<file path="src/rtl/prefix_adder_pipe.sv">
// Pipelined Kogge-Stone adder/subtractor with valid/ready handshake.
// Registers are placed every LEVELS_PER_STAGE prefix levels (stages S0..SK).
`timescale 1ns/1ps
module prefix_adder_pipe #(
  parameter int unsigned WIDTH            = 32,
  parameter int unsigned LEVELS_PER_STAGE = 2
) (
  input  logic             clk,
  input  logic             rst_n,
  input  logic             in_valid,
  output logic             in_ready,
  input  logic [WIDTH-1:0] in_a,
  input  logic [WIDTH-1:0] in_b,
  input  logic             in_cin,
  input  logic             in_sub,
  output logic             out_valid,
  input  logic             out_ready,
  output logic [WIDTH-1:0] out_sum,
  output logic             out_cout,
  output logic             out_ovf
);

  localparam int unsigned L = $clog2(WIDTH);
  localparam int unsigned K = (L + LEVELS_PER_STAGE - 1) / LEVELS_PER_STAGE;

  // Applies prefix levels [lo, hi) to (g, p); returns G when want_p=0, else P.
  function automatic logic [WIDTH-1:0] prefix_span(
    input logic [WIDTH-1:0] g_in,
    input logic [WIDTH-1:0] p_in,
    input int unsigned      lo,
    input int unsigned      hi,
    input logic             want_p
  );
    logic [WIDTH-1:0] g, p, g_n, p_n;
    int unsigned      span;
    g = g_in;
    p = p_in;
    for (int unsigned d = lo; d < hi; d++) begin
      span = 1 << d;
      g_n  = g;
      p_n  = p;
      for (int unsigned i = span; i < WIDTH; i++) begin
        g_n[i] = g[i] | (p[i] & g[i-span]);
        p_n[i] = p[i] & p[i-span];
      end
      g = g_n;
      p = p_n;
    end
    return want_p ? p : g;
  endfunction

  function automatic int unsigned lvl_lo(input int unsigned s);
    return (s - 1) * LEVELS_PER_STAGE;
  endfunction

  function automatic int unsigned lvl_hi(input int unsigned s);
    return (s * LEVELS_PER_STAGE < L) ? s * LEVELS_PER_STAGE : L;
  endfunction

  logic [WIDTH-1:0] w_bp, w_p, w_g;
  logic             w_c;
  logic [K:0]       w_en;

  logic [K:0]                  r_v, r_cin, r_am, r_bm;
  logic [K:0][WIDTH-1:0]       r_G, r_po;
  logic [K-1:0][WIDTH-1:0]     r_P;

  assign w_bp = in_sub ? ~in_b : in_b;
  assign w_c  = in_sub | in_cin;
  assign w_p  = in_a ^ w_bp;
  assign w_g  = in_a & w_bp;

  // A stage can load when some stage at or after it is empty, or the sink drains.
  always_comb begin
    logic all_full;
    all_full = 1'b1;
    w_en     = '0;
    for (int unsigned i = 0; i <= K; i++) begin
      all_full = 1'b1;
      for (int unsigned j = i; j <= K; j++) begin
        all_full = all_full & r_v[j];
      end
      w_en[i] = out_ready | ~all_full;
    end
  end

  always_ff @(posedge clk or negedge rst_n) begin
    if (!rst_n) begin
      r_v   <= '0;
      r_cin <= '0;
      r_am  <= '0;
      r_bm  <= '0;
      r_G   <= '0;
      r_po  <= '0;
      r_P   <= '0;
    end else begin
      if (w_en[0]) r_v[0] <= in_valid;
      if (w_en[0] && in_valid) begin
        r_G[0]   <= {w_g[WIDTH-1:1], w_g[0] | (w_p[0] & w_c)};
        r_P[0]   <= w_p;
        r_po[0]  <= w_p;
        r_cin[0] <= w_c;
        r_am[0]  <= in_a[WIDTH-1];
        r_bm[0]  <= w_bp[WIDTH-1];
      end
      for (int unsigned s = 1; s <= K; s++) begin
        if (w_en[s]) r_v[s] <= r_v[s-1];
        if (w_en[s] && r_v[s-1]) begin
          r_G[s]   <= prefix_span(r_G[s-1], r_P[s-1], lvl_lo(s), lvl_hi(s), 1'b0);
          r_po[s]  <= r_po[s-1];
          r_cin[s] <= r_cin[s-1];
          r_am[s]  <= r_am[s-1];
          r_bm[s]  <= r_bm[s-1];
        end
      end
      // Group-propagate is dead after the last level, so SK carries no P.
      for (int unsigned s = 1; s < K; s++) begin
        if (w_en[s] && r_v[s-1]) begin
          r_P[s] <= prefix_span(r_G[s-1], r_P[s-1], lvl_lo(s), lvl_hi(s), 1'b1);
        end
      end
    end
  end

  assign in_ready  = w_en[0];
  assign out_valid = r_v[K];
  assign out_sum   = r_po[K] ^ {r_G[K][WIDTH-2:0], r_cin[K]};
  assign out_cout  = r_G[K][WIDTH-1];
  assign out_ovf   = (r_am[K] == r_bm[K]) && (out_sum[WIDTH-1] != r_am[K]);

endmodule

</file>
<file path="config.mk">
export PLATFORM = sky130hd
export DESIGN_NAME = prefix_adder_pipe
export DESIGN_NICKNAME = d
export VERILOG_FILES = /design/src/rtl/prefix_adder_pipe.sv
export SDC_FILE = /design/constraint.sdc
export NUM_CORES = 1
export LEC_CHECK = 0
export ABC_CLOCK_PERIOD_IN_PS = 3900
export CORE_ASPECT_RATIO = 1.5
export CORE_UTILIZATION = 39
export CTS_CLUSTER_SIZE = 10
export DETAILED_ROUTE_END_ITERATION = 10
export GPL_TIMING_DRIVEN = 0
export PLACE_DENSITY_LB_ADDON = 0.08
export REMOVE_ABC_BUFFERS = 1
export SETUP_SLACK_MARGIN = 0.5
export SLEW_MARGIN = 20
export SYNTH_ARGS = -nofsm -noshare
export SYNTH_HDL_FRONTEND = slang
export SYNTH_SLANG_ARGS = --single-unit
</file>
<file path="constraint.sdc">
create_clock -name clk -period 3.9 [get_ports clk]
set_input_delay 0.585 -clock clk [delete_from_list [all_inputs] [get_ports clk]]
set_output_delay 0.585 -clock clk [all_outputs]
set_load 0.1 [all_outputs]
</file>
==> out/metrics.cfg <==
[cts]
numCtsBuffers=37
htreeDepth=2
cts.path.max_buffers=3
cts_tree=done
clkTransAtPathRegs_ns=0.06
numClockSinks=316
worstSkewPairLatency_ns=0.52
root_buffer=clkbuf_16

[synthesis]
synth-seq-cells=316
yosysWarnings=0
yosysSeqAreaShare_pct=56.30
yosysUniqueCellTypes=28
synthCells=1047
avgSynthCellArea_um2=13.41
synth_area_um2=14040

[drt]
vias=8262
postRouteAntennaNets=0
dr.first_iter.drc_count=294
firstDrtPassIters=4
drc=0
via_per_inst=5.050
routedWlPerCell_um=19.60
drt_wl_total_um=32060

[min_path]
min_path_type=reg2reg

[setup_path]
path_max_fanout=21
critPathBufInv=1
cp.required_ns=3.31
arrival_ns=2.55
crit_path_max_incr_delay_ns=0.77
critPathKind=reg2out
start_kind=flip-flop
critPathCaptureType=primary output
path_cells=nand4b_4 > or2_2 > dlygate4sd2_1
cp_slowest_cell=dfrtp_2
critPathTopFamily=flip-flops

[job]
maxCapViolCount=0

[timing]
layout_setup_ws_ns=0.7685
timing.final.crit_period_ns=3.132
slew_headroom_pct=34.96
timing.final.crit_share_pct=80.30
fmax_mhz=319.3
hold_viol_final=0
tightest_slew_ns=0.9726
slew_viol_final=0
rsz0062_at_grt=false
hold_ws_ns=0.4932
clock_skew_ns=0.01226
setup_viol=0
fin_tns_setup_ns=0

[cells_and_area]
areaGrowthSynthToFinish_pct=18.32
final_cells=1636
multi_input_area_um2=5776
finish.utilization_pct=47.06
ff_latch_area_um2=7909
drive_gt1_share_pct=28.46
fin_nets=1263
final_area_um2=16620
num_antenna_cells=0
fill_cells=3256

[global_route]
grt_start_max_net_pins=89
grtUsageTotal_pct=18.63
grt_first_pass_wirelength_um=51380
overflow=0
grt_antenna_before_repair=0
grt_pass1_vias=8816

[placement]
port_buffers=105
gp_congestion=0.7846
placed_area_um2=15670
dp_cells=1594
hpwl_um=22600
pre_cts_slack_ns=0.4526

[die]
io_pins=106
dieHeight_um=234.4
die_w_um=156.9
die_area_um2=36790
start_util_pct=39.77
fp.coreArea_um2=35310
rows=84

[power]
p_leak_nw=7.244
ir_drop_mv=0.7506
powerDensity_nw_per_um2=851.7
power_mw=14.15

[run_status]
outcome=completed

==> flip-flops by register name (all words and copies together) (netlist names) <==
signal / flops
out_cout: 1
r_P: 46
r_am: 4
r_v: 4
r_G: 127
r_cin: 4
r_po: 126
r_bm: 4
==> layer usage <==
| layer | GRT usage, % | vias up | share of wire (%) |
|---|---|---|---|
| li1 | - | 3899 | - |
| met1 | 23.38 | 4162 | 43 |
| met2 | 32.68 | 152 | 51 |
| met3 | 2.798 | 49 | 3.3 |
| met4 | 6.097 | 0 | 2.7 |
| met5 | 0 | - | 0 |
==> Yosys cell counts <==
cell type / n / area (µm²)
nand3_1: 1 / 5.000
clkbuf_1: 3 / 11.26
or2_2: 1 / 6.260
mux2_2: 228 / 2567
nand4b_4: 1 / 23.77
buf_4: 9 / 67.56
mux2_4: 43 / 645.6
mux2_1: 10 / 112.6
nand4_1: 4 / 25.02
a31oi_1: 5 / 31.28
inv_1: 10 / 37.54
o21ai_2: 1 / 8.760
buf_12: 5 / 100.1
ha_1: 32 / 400.4
and2_1: 1 / 6.260
nor2_1: 42 / 157.7
o21ai_0: 51 / 255.2
xor2_1: 64 / 560.5
dfrtp_1: 316 / 7908
a21oi_1: 121 / 605.6
and2_4: 1 / 8.760
buf_6: 6 / 67.56
nand2b_1: 9 / 56.30
buf_2: 20 / 100.1
a41oi_1: 1 / 8.760
nand2_1: 56 / 210.2
mux2i_1: 5 / 50.05
nand3b_1: 1 / 7.510
==> layout make-up <==
type                       instances  share of cell area (%)
multi-input combinational        678                   34.76
timing repair buffer             118                   8.200
sequential                       316                   47.59
inverter                          10                  0.2259
clock buffer                      41                   5.662
tap                              473                   3.561
==> path summary, 6_finish.rpt <==
check | start | end | slack (ns) | depth (start not counted)
setup / recovery | r_v[2] | in_ready | 0.77 | 3
hold / removal | r_po[58] | r_po[90] | 0.49 | 1
setup reg to reg | r_v[2] | r_po[81] | 1.23 | 4
hold reg to reg | r_po[58] | r_po[90] | 0.49 | 1
max in group asynchronous | rst_n | r_bm[3] | 2.37 | 4
min in group asynchronous | rst_n | r_po[73] | 0.56 | 2
==> where the power goes <==
part	switching, mW	internal [mW]	total [mW]
Combinational	3.76	2.06	5.82
Sequential	0.971	4.45	5.42
Clock	1.24	1.68	2.92
Total	5.97	8.18	14.2
==> kinds of logic after synthesis <==
family / count (synthesis) / share of synthesized area, %
flip-flops: 316 / 56.30
multiplexers: 286 / 24.04
AO/OA/AOI/OAI: 179 / 6.477
AND/OR/NAND/NOR: 117 / 3.608
XOR/XNOR: 64 / 3.991
buffers and inverters: 53 / 2.735
adder cells (fa/ha/maj): 32 / 2.851
==> layout by cell type (no fill, tap or decap), types with 2 or more instances in the layout <==
master           synthesis  routed
a21oi_1                121     121
a31oi_1                  5       5
and2_4                   1       2
buf_12                   5       4
buf_16                   0       8
clkbuf_1                 3       4
clkbuf_16                0      37
clkdlybuf4s50_1          0     102
dfrtp_1                316     315
ha_1                    32      32
inv_1                   10      10
mux2_1                  10      10
mux2_2                 228     228
mux2_4                  43      43
mux2i_1                  5       5
nand2_1                 56      54
nand2b_1                 9       8
nand4_1                  4       4
nor2_1                  42      42
o21ai_0                 51      51
xor2_1                  64      64
==> timing repair <==
action	CTS	global route
resized for setup	2	0
buffers inserted	0	0
hold endpoints to repair	36	0
hold buffers	1	0
endpoints found under the setup margin	1	0
Power figures use the tool's default switching activity.
==> RTL change 1: new RTL, same flow settings <==
Change the parameter `LEVELS_PER_STAGE` from 2 to 4.
--- a/src/rtl/prefix_adder_pipe.sv
+++ b/src/rtl/prefix_adder_pipe.sv
@@ -5,3 +5,3 @@
   parameter int unsigned WIDTH            = 32,
-  parameter int unsigned LEVELS_PER_STAGE = 2
+  parameter int unsigned LEVELS_PER_STAGE = 4
 ) (
Check against the original RTL: not equivalent (a bounded check fails within 4 cycles, from zero or initial values and one cycle with rst_n low).
==> RTL change 1 against the unedited design <==
Power down 31%; count of clock-buffer cells in the layout down 16; setup slack better by 0.080 ns; sequential cell count fell by 96; sequential power down 35%; worst hold slack lost 0.49 ns; synthesized area fell by 26%; non-clock buffer count down 6; critical path depth did not move; final area fell by 25%; via count fell by 13%; wire length shrank 24%; first-iteration DRC count shrank 9.2%.
==> RTL change 1: results (changes against the unedited design) <==
clockBufferDepth: 3  # unchanged
hpwl_um: 17500  # -22%
drt_iter0_markers: 267  # -9.2%
setup_ws_ns: 0.849  # +0.0801 ns
synthTopCellsByCount: "220 x dfrtp_1, 190 x nand2_1, 99 x mux2_2"
p_int_mw: 5.29  # -35%
synthMuxAreaShare_pct: 12.8  # -11 points
grtUsageTotal_pct: 18.7  # +0.11 points
synth_xor_area_share_pct: 5.40  # +1.4 points
synth-seq-area-share_pct: 53.0  # -3.3 points
drive_above_1_share_pct: 14.4  # -14 points
gp_congestion: 0.818  # +4.2%
status: "finished clean"
yosys-top-cells-area: "dfrtp_1 53%, mux2_2 11%, nand2_1 6.9%"
ys_types: 54  # +93%
grt_use_met3_pct: 2.33  # -0.47 points
wl_met3_um: 767  # -28%
rr_endpoint: "r_G[48]$_DFFE_PN0P_"
synth-compound-area-share_pct: 10.2  # +3.7 points
use_met2_pct: 31.6  # -1.1 points
critical_path.max_stage_delay_ns: 1.18  # +0.41 ns
grt_pass1_wl_um: 39900  # -22%
ctsResizeCount: 0  # -2
crit_path_start: "out_ready"
power_leakage_nw: 5.51  # -24%
vdd_drop_max_mv: 0.750  # about the same
placed_cell_area_sq_mm: 0.0118  # -25%
met2_length_um: 12400  # -24%
antenna_found_initial: 0  # unchanged
dr_total_vias: 7165  # -13%
route.detailed.wl_per_inst_um: 17.9  # -8.6%
crit_slowest_cell: "clkdlybuf4s50_1"
nNetsFinal: 1138  # -9.9%
synth_fa_ha_area_share_pct: 3.85  # +1.0 points
htree_levels: 1  # -1
reg2reg_depth: 6  # +2
tightestPinTransition_ns: 0.980  # +0.00696 ns
cp_max_fo: 3  # -86%
grt_util_met1_pct: 24.9  # +1.5 points
drt-met1-wl_um: 10700  # -23%
rr_startpoint: "r_v[1]$_DFFE_PN0N_"
antennaDiodeCount: 0  # unchanged
reg.largest.list: "r_G: 95 flops, r_po: 95 flops, r_P: 17 flops"
final_cell_count_no_fill: 1367  # -16%
reg2reg_slack_ns: 1.64  # +0.41 ns
hp-class: "in -> async"
grt_pass1_vias: 7359  # -17%
clock_skew_ns: 0.00825  # -0.00400 ns
holdWs_ns: 0.00649  # -0.487 ns
grt_max_degree: 93  # +4.5%
fillCellCount: 2515  # -23%
[RTL change 1: cell types whose count changed after synthesis, moves of 14 or more]
cell      unedited run  this run
a21oi_1            121        57
clkbuf_1             3        17
dfrtp_1            316       220
mux2_2             228        99
mux2_4              43         0
nand2_1             56       190
nand4_1              4        18
[RTL change 1: power groups by stage]
stage | logic (mW) | clock network [mW] | registers (mW)
finish | 4.33 | 1.97 | 3.53
global route | 4.59 | 2.11 | 3.63
CTS | 4.38 | 2.03 | 3.54
detailed placement | 4.37 | 0 | 3.58
global placement | 4.34 | 0 | 3.56
floorplan | 3.32 | 0 | 3.38
[RTL change 1: cell type report]
class / count / area (sq um) / share of cell area [%]
timing repair buffer: 112 / 1230 / 9.91
sequential: 220 / 5510 / 44.4
clock buffer: 25 / 626 / 5.04
tap: 333 / 417 / 3.36
multi-input combinational: 671 / 4600 / 37.1
inverter: 6 / 22.5 / 0.182
[RTL change 1: critical path, delay by kind of cell]
kind / cells / cell delay, ns
buf+inv: 2 / 1.67
simple gates: 1 / 0.21
==> RTL change 2: new RTL, same settings <==
Made on the original files. Make the reset (`rst_n`) synchronous in one clocked block.
--- a/src/rtl/prefix_adder_pipe.sv
+++ b/src/rtl/prefix_adder_pipe.sv
@@ -86,3 +86,3 @@
 
-  always_ff @(posedge clk or negedge rst_n) begin
+  always_ff @(posedge clk) begin
     if (!rst_n) begin
Function: changed (a bounded check fails within 10 cycles, from zero or initial values and one cycle with rst_n low; the reset may be asserted at any time).
==> RTL change 2 against the unedited design <==
Sequential cell count stayed put; fmax down 7.6%; wire length is 26% higher; via count increased by 42%; clock skew increased by 0.00070 ns; register-to-register slack lost 0.04 ns; final area shrank 1.2%; global-route usage increased by 3.6 points; synthesized area decreased by 1.3%; setup slack got worse by 0.26 ns; critical endpoint unchanged; highest routed layer unchanged.
Power is not compared: it rests on default switching activity, and its combinational part moved more than twofold at a synthesized area within 25%.
==> RTL change 2: results (changes against the unedited design) <==
status: "finished clean"
syn2layout_area_growth_pct: 18.3  # about the same
met2_length_um: 19200  # +18%
grt_pass1_vias: 11088  # +26%
use_met2_pct: 36.1  # +3.5 points
multi_input_area_sq_mm: 0.00693  # +20%
reg2reg_slack_ns: 1.19  # -0.04 ns
hold_path_startpoint: "r_cin[0]$_SDFFE_PN0P_"
viasPerCell: 5.56  # +10%
area_share_nonclk_buffers_pct: 9.20  # +1.0 points
synth-seq-area-share_pct: 45.6  # -11 points
placed_cell_area_sq_mm: 0.0154  # -1.9%
multi_input_cells: 1140  # +68%
nNetsFinal: 1732  # +37%
synthTopCellsByCount: "316 x dfxtp_1, 274 x a21oi_1, 183 x nand2_1"
fillCellCount: 3477  # +6.8%
antennaDiodeCount: 0  # unchanged
cts_hold_buf: 0  # -1
async_reset_ff_share_pct: 0  # -100 points
rr_startpoint: "r_v[2]$_SDFFE_PN0P_"
synth_area_per_cell_sq_um: 8.61  # -36%
drt_iter0_markers: 792  # +170%
seq_share_pct: 38.6  # -9.0 points
final-clk-cell-share_pct: 6.14  # +0.48 points
tightestPinTransition_ns: 0.981  # +0.00891 ns
inv_count: 6  # -4
wl_met3_um: 1080  # +2.0%
crit_path_start: "out_ready"
drc: 0  # unchanged
grt_max_degree: 127  # +43%
grtUsageTotal_pct: 22.2  # +3.6 points
drt-met1-wl_um: 19000  # +37%
clock_skew_ns: 0.0130  # +0.000701 ns
hpwl_um: 25600  # +13%
buffers: 129  # +9.3%
numCtsBuffers: 37  # unchanged
grt_pass1_wl_um: 64000  # +24%
ys_types: 40  # +43%
gp_congestion: 0.762  # -2.9%
cp_max_fo: 12  # -43%
grt_use_met3_pct: 2.70  # -0.098 points
grt_util_met1_pct: 30.7  # +7.3 points
==> RTL change 2: changes by cell type after synthesis, moves of 43 or more <==
cell and change:
mux2_2 -228, dfxtp_1 +316, nand2_1 +127, clkbuf_1 +120, nand3_1 +146, a21oi_1 +153
mux2_4 -43, mux2i_1 +62, o21ai_0 +122, dfrtp_1 -316
==> RTL change 2: path summary, 6_finish.rpt <==
check,end,cells after the start
max,in_ready,4
min,r_cin[0]$_SDFFE_PN0P_,2
max reg2reg,r_G[0]$_SDFFE_PN0P_,8
min reg2reg,r_cin[0]$_SDFFE_PN0P_,2
==> RTL change 2: cells by family (layout without fill, tap and decap cells) <==
family | Yosys count | after routing | share of synthesized area (%)
flops | 316 | 316 | 45.6
mux | 67 | 67 | 4.84
simple gates | 396 | 399 | 13.6
compound gates | 578 | 578 | 24.1
xor+xnor | 64 | 64 | 4.04
fa+ha+maj | 32 | 32 | 2.89
buf+inv | 157 | 181 | 4.95
==> RTL change 2: timing repair <==
item	4_1_cts	5_1_grt
setup endpoints to repair	1	1
cloned	2	1
resized for setup	1	0
==> RTL change 2: critical path, cell delays in order <==
cell and delay [ns]:
clkdlybuf4s50_1 0.84, and4b_4 0.38, nand2_1 0.12, dlygate4sd2_1 0.85
==> RTL change 2: through the flow <==
stage / worst slack, ns / power, mW / hold slack, ns / instances
CTS: 0.519 / 7.26 / 0.458 / 2109
global route: 0.493 / 7.44 / 0.479 / 2110
floorplan: -0.647 / 3.87 / 0.434 / 1459
detailed placement: -0.154 / 4.18 / 0.451 / 2061
global placement: -7.34 / 4.16 / 0.445 / 2037
finish: 0.510 / 7.19 / 0.458 / 2110
